### src/rtl/lfsr_pkg.sv
// Shared types, mode encodings and feedback-tap function for the LFSR controller.
package lfsr_pkg;

   typedef enum logic [2:0] {
      S_IDLE,
      S_LOAD,
      S_MEASURE,
      S_STREAM,
      S_FINISH
   } state_e;

   localparam logic MODE_MEASURE = 1'b0;
   localparam logic MODE_STREAM  = 1'b1;

   // Feedback bit for a maximal-length Fibonacci LFSR of width n; s is zero-extended state.
   function automatic logic tap_fb(input int n, input logic [7:0] s);
      logic fb;
      case (n)
         2:       fb = s[1] ^ s[0];
         3:       fb = s[2] ^ s[1];
         4:       fb = s[3] ^ s[2];
         5:       fb = s[4] ^ s[2];
         6:       fb = s[5] ^ s[4];
         7:       fb = s[6] ^ s[5];
         8:       fb = s[7] ^ s[5] ^ s[4] ^ s[3];
         default: fb = 1'b0;
      endcase
      return fb;
   endfunction

endpackage

### src/rtl/lfsr_core.sv
// LFSR datapath: load has priority over step; state resets to all ones.
module lfsr_core
   import lfsr_pkg::*;
#(
   parameter int N = 4
) (
   input  logic         clk,
   input  logic         reset_n,
   input  logic         load_i,
   input  logic         step_i,
   input  logic [N-1:0] seed_i,
   output logic [N-1:0] state_o,
   output logic [N-1:0] next_state_o
);

   logic [N-1:0] state_q, state_d;
   logic [7:0]   state_ext;

   assign state_ext    = 8'(state_q);
   assign next_state_o = {state_q[N-2:0], tap_fb(N, state_ext)};
   assign state_o      = state_q;

   always_comb begin
      state_d = state_q;
      if (load_i)      state_d = seed_i;
      else if (step_i) state_d = next_state_o;
   end

   always_ff @(posedge clk or negedge reset_n) begin
      if (!reset_n) state_q <= '1;
      else          state_q <= state_d;
   end

endmodule

### src/rtl/lfsr_ctrl.sv
// Sequencer for an LFSR core: measures the period from a seed, or streams words over valid/ready.
//   state   | meaning
//   IDLE    | waiting for start; latches seed/mode/count
//   LOAD    | core loads latched seed; results cleared
//   MEASURE | core steps each cycle until it returns to the seed or times out
//   STREAM  | presents core state as a word; steps on each handshake
//   FINISH  | one-cycle done pulse
module lfsr_ctrl
   import lfsr_pkg::*;
#(
   parameter int N     = 4,
   parameter int CNT_W = N + 1
) (
   input  logic             clk,
   input  logic             reset_n,
   input  logic             start_i,
   input  logic             mode_i,
   input  logic [N-1:0]     seed_i,
   input  logic [CNT_W-1:0] count_i,
   output logic             busy_o,
   output logic             done_o,
   output logic [CNT_W-1:0] period_o,
   output logic             pass_o,
   output logic             err_zero_o,
   output logic [N-1:0]     word_data_o,
   output logic             word_valid_o,
   input  logic             word_ready_i
);

   localparam logic [CNT_W-1:0] FULL   = CNT_W'(2**N);
   localparam logic [CNT_W-1:0] MAXLEN = CNT_W'(2**N - 1);

   state_e           state_q, state_d;
   logic             mode_q, mode_d;
   logic [N-1:0]     seed_q, seed_d;
   logic [CNT_W-1:0] cnt_q, cnt_d;
   logic [CNT_W-1:0] rem_q, rem_d;
   logic [CNT_W-1:0] period_q, period_d;
   logic             pass_q, pass_d;
   logic             err_zero_q, err_zero_d;
   logic [CNT_W-1:0] cnt_inc;
   logic             core_load, core_step;
   logic [N-1:0]     core_state, core_next;

   lfsr_core #(.N(N)) u_core (
      .clk          (clk),
      .reset_n      (reset_n),
      .load_i       (core_load),
      .step_i       (core_step),
      .seed_i       (seed_q),
      .state_o      (core_state),
      .next_state_o (core_next)
   );

   assign cnt_inc = cnt_q + CNT_W'(1);

   always_comb begin
      state_d    = state_q;
      mode_d     = mode_q;
      seed_d     = seed_q;
      cnt_d      = cnt_q;
      rem_d      = rem_q;
      period_d   = period_q;
      pass_d     = pass_q;
      err_zero_d = err_zero_q;
      core_load  = 1'b0;
      core_step  = 1'b0;
      case (state_q)
         S_IDLE: begin
            if (start_i) begin
               mode_d = mode_i;
               seed_d = seed_i;
               rem_d  = count_i;
               if (seed_i == '0) begin
                  err_zero_d = 1'b1;
                  period_d   = '0;
                  pass_d     = 1'b0;
                  state_d    = S_FINISH;
               end else begin
                  state_d = S_LOAD;
               end
            end
         end
         S_LOAD: begin
            core_load  = 1'b1;
            period_d   = '0;
            pass_d     = 1'b0;
            err_zero_d = 1'b0;
            cnt_d      = '0;
            if (mode_q == MODE_MEASURE) state_d = S_MEASURE;
            else if (rem_q == '0)       state_d = S_FINISH;
            else                        state_d = S_STREAM;
         end
         S_MEASURE: begin
            core_step = 1'b1;
            cnt_d     = cnt_inc;
            // Match is checked on the post-step state, so the period is the step count.
            if (core_next == seed_q) begin
               period_d = cnt_inc;
               pass_d   = (cnt_inc == MAXLEN);
               state_d  = S_FINISH;
            end else if (cnt_inc == FULL) begin
               period_d = '0;
               pass_d   = 1'b0;
               state_d  = S_FINISH;
            end
         end
         S_STREAM: begin
            if (word_ready_i) begin
               core_step = 1'b1;
               rem_d     = rem_q - CNT_W'(1);
               if (rem_q == CNT_W'(1)) state_d = S_FINISH;
            end
         end
         S_FINISH: state_d = S_IDLE;
         default:  state_d = S_IDLE;
      endcase
   end

   always_ff @(posedge clk or negedge reset_n) begin
      if (!reset_n) begin
         state_q    <= S_IDLE;
         mode_q     <= MODE_MEASURE;
         seed_q     <= '0;
         cnt_q      <= '0;
         rem_q      <= '0;
         period_q   <= '0;
         pass_q     <= 1'b0;
         err_zero_q <= 1'b0;
      end else begin
         state_q    <= state_d;
         mode_q     <= mode_d;
         seed_q     <= seed_d;
         cnt_q      <= cnt_d;
         rem_q      <= rem_d;
         period_q   <= period_d;
         pass_q     <= pass_d;
         err_zero_q <= err_zero_d;
      end
   end

   assign busy_o       = (state_q != S_IDLE);
   assign done_o       = (state_q == S_FINISH);
   assign word_valid_o = (state_q == S_STREAM);
   assign word_data_o  = word_valid_o ? core_state : '0;
   assign period_o     = period_q;
   assign pass_o       = pass_q;
   assign err_zero_o   = err_zero_q;

endmodule

### config.mk
export PLATFORM = sky130hd
export DESIGN_NAME = lfsr_ctrl
export DESIGN_NICKNAME = d
export VERILOG_FILES = /design/src/rtl/lfsr_pkg.sv /design/src/rtl/lfsr_core.sv /design/src/rtl/lfsr_ctrl.sv
export SDC_FILE = /design/constraint.sdc
export NUM_CORES = 1
export LEC_CHECK = 0
export ABC_CLOCK_PERIOD_IN_PS = 2700
export BUFFER_PORTS_ARGS = -buffer_cell sky130_fd_sc_hd__buf_4
export CORE_ASPECT_RATIO = 1.2
export CORE_MARGIN = 1
export CORE_UTILIZATION = 55
export DETAILED_ROUTE_END_ITERATION = 10
export GPL_TIMING_DRIVEN = 0
export PLACE_DENSITY = 0.83
export SYNTH_ARGS = -nofsm -noshare
export SYNTH_HDL_FRONTEND = slang
export SYNTH_SLANG_ARGS = --single-unit
### constraint.sdc
create_clock -name clk -period 2.7 [get_ports clk]
set_input_delay 0.675 -clock clk [delete_from_list [all_inputs] [get_ports clk]]
set_output_delay 0.675 -clock clk [all_outputs]
set_load 0.02 [all_outputs]
# After elaboration in Yosys (flattened, before gate mapping)

Cells that the tools add are included.

Register bits after elaboration: 29
Logic and storage cells: 71

Add/sub/neg operators: 2
Eq/ne operators: 13
Mux-type cells: 32
Bitwise gates (word level): 1
Reductions and logical operators: 14

Operators by type and width:

| cell                | count |
|---|---|
| $mux 5              | 6 |
| $mux 3              | 8 |
| $pmux 5 s2          | 2 |
| $pmux 5 s3          | 1 |
| $mux 4              | 3 |
| $pmux 3 s4          | 1 |
| $mux 1              | 8 |
| $reduce_and 4->1    | 2 |
| $reduce_bool 2->1   | 4 |
| $eq 3x2->1 const B  | 2 |
| $reduce_and 3->1    | 2 |
| $reduce_bool 3->1   | 2 |
| $add 5x1->5 const B | 1 |
| $eq 5x1->1 const B  | 1 |
| $eq 5x4->1 const B  | 1 |
| $eq 5x5->1 const B  | 1 |
| $logic_not 5->1     | 1 |
| $sub 5x1->5 const B | 1 |
| $eq 4x4->1          | 1 |
| $logic_not 4->1     | 1 |
| $ne 2x1->1 const B  | 2 |
| $ne 2x2->1 const B  | 2 |
| $pmux 1 s2          | 2 |
| $eq 3x1->1 const B  | 1 |
| 6 further kinds     | 6 |

# Logic depth before layout (Yosys ltp)

Gate-level depths: netlist (run 1).

Depth after elaboration: 5
Depth in mapped cells: 6
Gate-level depth less buffers: 6

# Cells and area by module

A second synthesis (run 1) with hierarchy kept.

Cells, all modules: 176
Area, all modules: 1622.8 sq um

Modules (own cells, without submodules):

| module    | instances | cells each | area an instance (sq um) | sequential area each (sq um) |
|---|---|---|---|---|
| lfsr_ctrl | 1         | 154        | 1390.1                   | 625.6 |
| lfsr_core | 1         | 22         | 232.7                    | 105.1 |

# Worst setup path after synthesis (run 1)

OpenSTA, ideal clock, no wires.

Path kind: register -> output
Start: reg state_q[2]
End: out word_data_o[0]
Arrival: 1.511 ns
Slack: 0.514 ns
Stages on the path, launching flop included: 5
Path through: dfrtp_1 > clkbuf_1 > nor2_1 > clkbuf_1 > and2_1

Cells in the longest elaborated chain, start to end: 2

RTL lines:

| item                   | RTL line         | text |
|---|---|---|
| start, declared        | lfsr_ctrl.sv:33  | `state_e state_q, state_d;` |
| start signal, assigned | lfsr_ctrl.sv:131 | `state_q <= state_d;` |
| $eq 3x2->1             | lfsr_ctrl.sv:144 | `assign word_valid_o = (state_q == S_STREAM);` |
| via word_valid_o       | lfsr_ctrl.sv:26  | `output logic word_valid_o,` |
| $mux 4                 | lfsr_ctrl.sv:145 | `assign word_data_o = word_valid_o ? core_state : '0;` |
| end, declared          | lfsr_ctrl.sv:25  | `output logic [N-1:0] word_data_o,` |

The timed path passes the listed nets, and every way through them passes these cells.

# Final worst setup path (run 1)

Start: reg state_q[0]
End: out word_data_o[2]

Cells in the longest elaborated chain, start to end: 2

RTL lines:

| item       | RTL line |
|---|---|
| $eq 3x2->1 | lfsr_ctrl.sv:144 |
| $mux 4     | lfsr_ctrl.sv:145 |

No other way between the ends.

==> results.json, run 1 <==
{
  "ys_warn_count": 0,
  "placed_cell_area_mm2": 0.00193,
  "gp_congestion": 0.880,
  "areaGrowthSynthToFinish_pct": 19.5,
  "synthesis.nets": 190,
  "startpoint_type": "flop",
  "antenna_found_initial": 0,
  "ys_seq_area_share_pct": 43.5,
  "finalHoldViolCount": 0,
  "seq_power_share_pct": 35.0,
  "fin_setup_tns_ps": 0,
  "ant_nets": 0,
  "maxSlewHeadroom_pct": 46.8,
  "cp.arrival_ps": 1790,
  "synth_edf_count": 0,
  "tightest_slew_ps": 791,
  "cts_sinks": 29,
  "fp.dieW_um": 52.5,
  "grt_start_max_net_pins": 30,
  "peakVddDrop_mv": 0.748,
  "die_h_um": 62.6,
  "timing.fmax_ghz": 0.406,
  "r2r-end": "pass_o$_DFFE_PN0P_",
  "grt_usage_pct": 26.6,
  "insertion_delay_ps": 340,
  "core-area_mm2": 0.00284,
  "synthDistinctLibCells": 41,
  "grt_pass1_vias": 1422,
  "ctsRootBufferMaster": "clkbuf_4",
  "ff2ff_path_depth": 5,
  "crit_path_end_kind": "output port",
  "switchingPower_w": 0.000946,
  "r2r_start": "u_core.state_o[3]$_DFFE_PN1P_",
  "nets": 223,
  "cts.clk_slew.worst_paths_ps": 100,
  "setup_violations": 0,
  "cp-startpoint": "state_q[0]$_DFFE_PN0P_",
  "worstSetupEndpoint": "word_data_o[2]",
  "io_buffers": 27,
  "reg2reg_setup_slack_ps": 650,
  "grt_pass1_wl_mm": 6.39,
  "grt-ovfl-total": 0,
  "syn-mean-instance-area_um2": 9.83,
  "rows": 21,
  "rsz0062_at_grt": "no",
  "ios": 28,
  "cp_max_fo": 10,
  "post-route-period-util_pct": 91.1,
  "required_ps": 2030,
  "drive_gt1_share_pct": 28.8,
  "outcome": "finished, final reports clean",
  "max_cap_viol_count": 0,
  "cts_buffers": 5,
  "drcViolationCount": 0,
  "power_density_mw_per_mm2": 1150,
  "wl_mm": 3.75,
  "p_int_w": 0.00135,
  "p_sw_share_pct": 41.1,
  "vias_per_cell": 6.08,
  "initial_core_util_pct": 59.2,
  "cts_setup_buffers": 0,
  "p_comb_share_pct": 48.4,
  "final_max_slew_viol_count": 0,
  "path_class": "reg -> out",
  "insertedDiodeCount": 0,
  "finClkSkew_ps": 5.78,
  "cts_buffer_depth": 2,
  "async_flop_share_pct": 100,
  "hold_path.class": "in -> async",
  "synthFlopType": "dfrtp_1",
  "syn_inst": 171,
  "cts_tree": "built",
  "place_hpwl_mm": 2.76,
  "vias": 1454,
  "fin_area_mm2": 0.00201,
  "ys_seq_elements": 29,
  "p_leak_nw": 0.911,
  "dieArea_mm2": 0.00328,
  "htreeDepth": 2,
  "fillers": 221,
  "clockPowerShare_pct": 16.7,
  "drtIter0Drc": 62,
  "drt_pass1_iterations": 4,
  "netlist_area_mm2": 0.00168,
  "wl_per_cell_um": 15.7,
  "finalCriticalPeriod_ps": 2460
}
[stage by stage]
step	instances	power [W]	util, %	setup WS [ps]	hold slack (ps)
global route	239	0.00248	70.8	102	257
detailed placement	232	0.00192	67.9	347	472
global placement	232	0.00187	67.9	337	471
CTS	240	0.00231	70.9	97.6	242
floorplan	171	0.00162	-	514	379
finish	239	0.00230	70.8	239	239
[Yosys cell counts, drive strengths merged (3+ instances only)]
library cell	n	area (um^2)
a21oi	9	45.0
a31oi	4	25.0
and2	5	32.5
buf	4	31.3
clkbuf	3	11.3
dfrtp	25	626
dfstp	4	105
ha	5	62.6
inv	5	18.8
mux2	6	67.6
mux2i	6	60.1
nand2	14	52.6
nand2b	4	25.0
nand3	9	45.0
nor2	15	56.3
nor3	7	35.0
nor4	4	31.3
o21ai	13	65.1
o2bb2ai	4	35.0
xor2	5	43.8
[state kept, by name (all words and copies together), names as in the netlist]
register / count
err_zero_o: 1
cnt_q: 5
rem_q: 5
period_o: 5
seed_q: 4
u_core.state_o: 4
state_q: 3
mode_q: 1
pass_o: 1
[placed cells by master (no fill, tap or decap), drive strengths merged, types with 6 or more instances in the layout]
| cell | n |
|---|---|
| buf | 31 |
| dfrtp | 25 |
| nor2 | 15 |
| nand2 | 14 |
| o21ai | 13 |
| a21oi | 9 |
| nand3 | 9 |
| clkbuf | 9 |
| nor3 | 7 |
| mux2i | 6 |
| mux2 | 6 |
[per-layer routing]
metal  vias up  routed length, um  part of all wire [%]  global-route usage [%]
met1       697               1570                    42                    32.9
met4         0                 92                   2.5                    12.8
li1        691                  -                     -                       -
met2        54               1890                    51                    42.2
met5         -                  0                     0                       0
met3        12                193                   5.2                    6.57
[repair_timing]
item	CTS	global route
hold buffers	0	0
hold endpoints to repair	0	0
endpoints found under the setup margin	4	4
gates resized for setup	1	0
[kinds of logic (layout without fill, tap and decap cells)]
family,after synthesis,count (layout),share of synthesized area (%)
AND/OR/NAND/NOR,63,63,19.1
AO/OA/AOI/OAI,42,42,17.4
flip-flops,29,29,43.5
multiplexers,12,12,7.59
buffers and inverters,12,46,3.65
XOR/XNOR,8,8,5.06
adder cells (fa/ha/maj),5,5,3.72
[worst max-delay path, cell delays in order (launching register included)]
cell	delay (ps)
dfrtp_1	460
nand2_1	130
nor2_1	270
clkbuf_2	290
and2_2	170
buf_4	130
[power groups by stage]
stage          Clock [W]  Combinational, W  Sequential [W]
2_1_floorplan          0          0.000843        0.000773
3_3_place_gp           0           0.00108        0.000788
3_5_place_dp           0           0.00112        0.000800
4_1_cts         0.000387           0.00113        0.000792
5_1_grt         0.000408           0.00124        0.000832
6_report        0.000384           0.00111        0.000804
[final cells by class]
class | instances | area (um^2) | area share, %
Multi-Input combinational cell | 130 | 888 | 44.2
Tap cell | 34 | 42.5 | 2.12
Timing Repair Buffer | 27 | 203 | 10.1
Buffer | 6 | 40.0 | 1.99
Clock inverter | 1 | 30.0 | 1.50
Clock buffer | 7 | 55.1 | 2.74
Sequential cell | 29 | 731 | 36.4
Inverter | 5 | 18.8 | 0.935
[how the worst min path moves through the flow]
stage	to	slack, ps	depth (start not counted)
3_5_place_dp	period_o[2]$_DFFE_PN0P_	470	1
2_1_floorplan	cnt_q[0]$_DFFE_PN0P_	380	0
3_3_place_gp	period_o[2]$_DFFE_PN0P_	470	1
5_1_grt	seed_q[0]$_DFFE_PN0P_	260	1
4_1_cts	period_o[0]$_DFFE_PN0P_	240	1
6_report	seed_q[0]$_DFFE_PN0P_	240	1
(Power assumes the default switching activity.)
==> run 2, diff against run 1 <==
--- a/config.mk
+++ b/config.mk
@@ -5,6 +5,7 @@
 export SDC_FILE = /design/constraint.sdc
 export NUM_CORES = 1
 export LEC_CHECK = 0
+export ABC_AREA = 1
 export ABC_CLOCK_PERIOD_IN_PS = 2700
 export BUFFER_PORTS_ARGS = -buffer_cell sky130_fd_sc_hd__buf_4
 export CORE_ASPECT_RATIO = 1.2
==> results.json, run 2 <==
{
  "worstSetupEndpoint": "word_data_o[0]",
  "r2r-end": "period_o[0]$_DFFE_PN0P_",
  "final_common_cell": "nand2_1",
  "gp_congestion": 0.836,
  "post-place-ws_ps": 794,
  "antenna_found_initial": 0,
  "grt_usage_pct": 23.4,
  "synthesis.nets": 227,
  "ff2ff_path_depth": 9,
  "vias": 1435,
  "cts_tree": "built",
  "async_flop_share_pct": 100,
  "drt_pass1_iterations": 4,
  "ys_seq_area_share_pct": 45.1,
  "hold_path.class": "in -> async",
  "netlist_area_mm2": 0.00162,
  "insertion_delay_ps": 330,
  "initial_core_util_pct": 58.2,
  "yosysTopAreaCell": "dfrtp_1",
  "rows": 21,
  "setup_slack_ps": 419,
  "grt_pass1_wl_mm": 5.26,
  "holdBufCountCts": 0,
  "nets": 261,
  "postLayoutCoreUtil_pct": 69.5,
  "ys_seq_elements": 29,
  "cp_top_family": "buffers and inverters",
  "core-area_mm2": 0.00279,
  "yosys-top-cells-count": "nand2_1, inv_1, dfrtp_1, nor2_1, o21ai_0",
  "clockPowerShare_pct": 15.1,
  "finalCriticalPeriod_ps": 2280,
  "wl_per_cell_um": 11.7,
  "finClkSkew_ps": 8.99,
  "setup_violations": 0,
  "max_cap_viol_count": 0,
  "seq_power_share_pct": 36.9,
  "synthDistinctLibCells": 30,
  "ios": 28,
  "path_buf_inv": 4,
  "grt-ovfl-total": 0,
  "ant_nets": 0,
  "worst-path-stages": 6,
  "required_ps": 2030,
  "post-route-period-util_pct": 84.5,
  "dieArea_mm2": 0.00317,
  "fp.dieW_um": 51.6,
  "cts_buffer_depth": 2,
  "r2r_start": "cnt_q[1]$_DFFE_PN0P_",
  "ctsRootBufferMaster": "clkbuf_4",
  "post_cts_resized": 0,
  "rsz0062_at_grt": "no",
  "drive_gt1_share_pct": 23.5,
  "p_int_w": 0.00111,
  "syn_inst": 208,
  "mostFrequentLayoutCells": "nand2_1, buf_4, inv_1, dfrtp_1, nor2_1",
  "maxSlewHeadroom_pct": 74.9,
  "startpoint_type": "flop",
  "tightest_slew_ps": 375,
  "p_leak_nw": 1.03,
  "power_density_mw_per_mm2": 1030,
  "cts_sinks": 29,
  "peakVddDrop_mv": 0.570,
  "outcome": "finished, final reports clean",
  "wl_mm": 3.25,
  "stdcell_count": 277,
  "p_sw_share_pct": 44.7,
  "vias_per_cell": 5.18,
  "dp.cells": 269,
  "syn-mean-instance-area_um2": 7.79,
  "cpPeakStageDelay_ps": 450,
  "synth_most_common_cell": "nand2_1",
  "cts.clk_slew.worst_paths_ps": 90,
  "timing.fmax_ghz": 0.438,
  "grt_start_max_net_pins": 30,
  "drtIter0Drc": 26,
  "htreeDepth": 2,
  "ys_warn_count": 0,
  "fin_setup_tns_ps": 0,
  "cp.arrival_ps": 1610,
  "cp-startpoint": "state_q[0]$_DFFE_PN0P_",
  "total_power_w": 0.00200,
  "p_comb_share_pct": 48.0,
  "crit_chain": "inv_2 > nor3_2 > buf_4 > inv_2 > nor2_1 > buf_4",
  "reg2reg_setup_slack_ps": 1080,
  "synthFlopType": "dfrtp_1",
  "grt_pass1_vias": 1273,
  "areaGrowthSynthToFinish_pct": 19.5,
  "drcViolationCount": 0,
  "cts_setup_buffers": 0,
  "path_class": "reg -> out",
  "switchingPower_w": 0.000895,
  "crit_path_end_kind": "output port",
  "cp_max_fo": 10,
  "io_buffers": 27,
  "cts_buffers": 5,
  "synth_top_area_share_pct": 38.6,
  "synthTopCellsByArea": "dfrtp_1, nand2_1, dfstp_2, inv_1, o21ai_0",
  "finalHoldViolCount": 0,
  "die_h_um": 61.5,
  "place_hpwl_mm": 2.51,
  "slowest_stage": "dfrtp_1",
  "final_max_slew_viol_count": 0,
  "insertedDiodeCount": 0,
  "synth_edf_count": 0
}
==> run 2: cell types whose count changed after synthesis, sizes merged, moves of 6 or more <==
cell | previous run | this run
inv | 5 | 32
mux2 | 6 | 0
mux2i | 6 | 0
nand2 | 14 | 56
nand3 | 9 | 16
nor2 | 15 | 21
o21ai | 13 | 20
==> run 2: kinds of logic after synthesis <==
kind of cell | Yosys count | synth area share [%]
AND/OR/NAND/NOR | 103 | 29.3
AO/OA/AOI/OAI | 35 | 12.5
adder cells (fa/ha/maj) | 5 | 3.86
XOR/XNOR | 2 | 1.08
flip-flops | 29 | 45.1
buffers and inverters | 34 | 8.19
==> run 2: worst reg2reg max path, stage by stage (launching register included) <==
cell	delay [ps]
dfrtp_1	450
ha_1	250
nand3_1	100
nand2_1	60
nand2_1	100
nand3_1	90
nand3_1	160
nand3_2	160
nand2_1	100
nand2_1	50
==> run 2: final cells by class <==
type                       instances  area (um^2)
tap                               34         42.5
multi-input combinational        145          757
clock inverter                     1         5.00
clock buffer                       7         65.1
timing repair buffer              27          203
buffer                             2         12.5
sequential                        29          731
inverter                          32          120
fill                             243          850
==> run 2: stage by stage <==
stage | hold WS, ps | area [um^2]
3_5_place_dp | 460 | 1870
5_1_grt | 260 | 1940
6_report | 242 | 1940
3_3_place_gp | 456 | 1870
2_1_floorplan | 379 | 1620
4_1_cts | 256 | 1940
==> run 2: power groups by stage <==
stage                     Combinational, W  Clock [W]  Sequential [W]
after CTS                         0.000967   0.000305        0.000736
after floorplan                   0.000726          0        0.000725
after global routing               0.00110   0.000325        0.000757
after global placement            0.000945          0        0.000733
after detailed placement          0.000963          0        0.000744
final                             0.000961   0.000302        0.000738
==> run 2: worst min-delay path by stage <==
| stage | from | endpoint | slack [ps] | depth (start not counted) |
|---|---|---|---|---|
| floorplan | reset_n | cnt_q[0]$_DFFE_PN0P_ | 380 | 0 |
| global placement | period_o[3]$_DFFE_PN0P_ | period_o[3]$_DFFE_PN0P_ | 460 | 2 |
| detailed placement | period_o[1]$_DFFE_PN0P_ | period_o[1]$_DFFE_PN0P_ | 460 | 2 |
| CTS | reset_n | cnt_q[3]$_DFFE_PN0P_ | 260 | 1 |
| global route | reset_n | pass_o$_DFFE_PN0P_ | 260 | 1 |
| finish | reset_n | cnt_q[3]$_DFFE_PN0P_ | 240 | 1 |
==> run 2: routing by layer <==
layer  share of wire (%)  GRT usage, %  routed length [um]  up-vias
li1                    -             -                   -      748
met1                  42          23.8                1370      652
met2                  53          43.8                1710       27
met3                 3.5          6.91                 114        8
met4                 1.8          11.2                  60        0
met5                   0             0                   0        -
==> run 3, diff against run 2 <==
--- a/config.mk
+++ b/config.mk
@@ -6,14 +6,14 @@
 export NUM_CORES = 1
 export LEC_CHECK = 0
 export ABC_AREA = 1
-export ABC_CLOCK_PERIOD_IN_PS = 2700
+export ABC_CLOCK_PERIOD_IN_PS = 1900
 export BUFFER_PORTS_ARGS = -buffer_cell sky130_fd_sc_hd__buf_4
 export CORE_ASPECT_RATIO = 1.2
 export CORE_MARGIN = 1
-export CORE_UTILIZATION = 55
+export CORE_UTILIZATION = 50
 export DETAILED_ROUTE_END_ITERATION = 10
 export GPL_TIMING_DRIVEN = 0
-export PLACE_DENSITY = 0.83
+export PLACE_DENSITY = 0.8
 export SYNTH_ARGS = -nofsm -noshare
 export SYNTH_HDL_FRONTEND = slang
 export SYNTH_SLANG_ARGS = --single-unit
==> constraint.sdc (replaced) <==
create_clock -name clk -period 1.9 [get_ports clk]
set_input_delay 0.475 -clock clk [delete_from_list [all_inputs] [get_ports clk]]
set_output_delay 0.475 -clock clk [all_outputs]
set_load 0.02 [all_outputs]
==> results.json, run 3 (synthesis gave the netlist of run 2 again) <==
{
  "insertedDiodeCount": 0,
  "maxSlewHeadroom_pct": 74.5,
  "worst-path-stages": 5,
  "core-area_mm2": 0.00308,
  "fillers": 266,
  "r2r-end": "period_o[2]$_DFFE_PN0P_",
  "peakVddDrop_mv": 1.02,
  "finalHoldViolCount": 0,
  "reg2reg_setup_slack_ps": 320,
  "p_leak_nw": 1.04,
  "areaGrowthSynthToFinish_pct": 24.7,
  "grt_pass1_wl_mm": 5.68,
  "nets": 265,
  "vias_per_cell": 5.13,
  "cp_top_family": "flip-flops",
  "max_cap_viol_count": 0,
  "vias": 1452,
  "gp_congestion": 0.842,
  "rsz0062_at_grt": "yes",
  "ctsRootBufferMaster": "clkbuf_4",
  "hold_path.class": "in -> async",
  "outcome": "finished, final reports clean",
  "tightest_slew_ps": 382,
  "mostFrequentLayoutCells": "nand2_1, inv_1, buf_4, dfrtp_1",
  "insertion_delay_ps": 330,
  "holdBufCountCts": 0,
  "cp.arrival_ps": 1390,
  "required_ps": 1420,
  "cpPeakStageDelay_ps": 440,
  "drive_gt1_share_pct": 25.9,
  "io_buffers": 27,
  "final_max_slew_viol_count": 0,
  "cp-startpoint": "state_q[2]$_DFFE_PN0P_",
  "antenna_found_initial": 0,
  "finalCriticalPeriod_ps": 1860,
  "fp.dieW_um": 54.0,
  "r2r_start": "cnt_q[1]$_DFFE_PN0P_",
  "die_h_um": 64.4,
  "finClkSkew_ps": 13.3,
  "grt_usage_pct": 22.7,
  "worstSetupEndpoint": "word_data_o[2]",
  "fin_setup_tns_ps": 0,
  "drt_pass1_iterations": 4,
  "initial_core_util_pct": 52.6,
  "grt-ovfl-total": 0,
  "wl_per_cell_um": 11.5,
  "power_density_mw_per_mm2": 1450,
  "setup_violations": 0,
  "postLayoutCoreUtil_pct": 65.5,
  "startpoint_type": "flop",
  "stdcell_count": 283,
  "cts_buffer_depth": 2,
  "ff2ff_path_depth": 9,
  "timing.fmax_ghz": 0.537,
  "crit_chain": "nor3_4 > buf_6 > inv_8 > nor2_2 > buf_4",
  "path_buf_inv": 3,
  "drtIter0Drc": 38,
  "crit_path_end_kind": "output port",
  "drcViolationCount": 0,
  "slowest_stage": "dfrtp_2",
  "rows": 22,
  "cts_buffers": 5,
  "dp.cells": 271,
  "dieArea_mm2": 0.00347,
  "path_class": "reg -> out",
  "cts.clk_slew.worst_paths_ps": 100,
  "cts_sinks": 29,
  "grt_pass1_vias": 1349,
  "wl_mm": 3.26,
  "ant_nets": 0,
  "htreeDepth": 2,
  "final_common_cell": "nand2_1",
  "cts_tree": "built",
  "place_hpwl_mm": 2.38,
  "post-route-period-util_pct": 98.0,
  "grt_start_max_net_pins": 30,
  "ios": 28,
  "cp_max_fo": 8
}
## run 3: cell count changes in the layout (fill, tap and decap cells not counted), moves of 2 or more
cell	delta
nor2_4	+4
buf_6	+5
nor2_1	-4
clkbuf_1	+2
## run 3: per-stage QoR
stage               power, W  hold WS (ps)  setup slack (ps)  instance area [um^2]
global placement     0.00239           417               200                  1870
CTS                  0.00289          56.5              2.15                  1980
global route         0.00321          62.1             -36.6                  2020
detailed placement   0.00242           419               191                  1870
floorplan            0.00206           179               209                  1620
finish               0.00293          52.5              38.5                  2020
## run 3: how the worst min path moves through the flow
stage          startpoint                       to  slack, ps  cells past startpoint
2_1_floorplan     reset_n     cnt_q[0]$_DFFE_PN0P_        180                      0
3_3_place_gp      reset_n     cnt_q[3]$_DFFE_PN0P_        420                      1
3_5_place_dp      reset_n     cnt_q[3]$_DFFE_PN0P_        420                      1
4_1_cts           reset_n  period_o[4]$_DFFE_PN0P_         60                      1
5_1_grt           reset_n  period_o[4]$_DFFE_PN0P_         60                      1
6_report          reset_n  period_o[4]$_DFFE_PN0P_         50                      1
## run 3: what timing repair did
action / 4_1_cts / 5_1_grt
buffers inserted: 4 / 0
setup endpoints to repair: 4 / 6
resized for setup: 6 / 12
pin swaps: 2 / 2
## run 3: cell type report
cell class                 count  area (um^2)  share of cell area, %
multi-input combinational    145          793                   39.3
sequential                    29          732                   36.2
tap                           36         45.0                   2.23
clock buffer                   8         58.8                   2.91
buffer                         2         16.3                  0.805
timing repair buffer          31          248                   12.3
inverter                      32          128                   6.32
## run 3: layer usage
| layer | wire [um] | track usage (%) |
|---|---|---|
| met5 | 0 | 0 |
| met4 | 44 | 8.88 |
| met3 | 124 | 6.43 |
| met2 | 1670 | 37.2 |
| met1 | 1420 | 26.9 |
## run 3: worst register-to-register path: stages (launching register included)
cell     delay, ps
dfrtp_1        440
ha_1           250
nand3_1         90
nand2_1         60
nand2_1        110
nand3_1         90
nand3_1        150
nand3_2        150
nand2_1         90
nand2_1         50
## run 3: power by group
part           switching [W]  internal, W  leakage (nW)
Clock               0.000206     0.000182        0.0326
Sequential          0.000164     0.000864         0.365
Combinational       0.000956     0.000561         0.647
Total                0.00133      0.00161          1.04
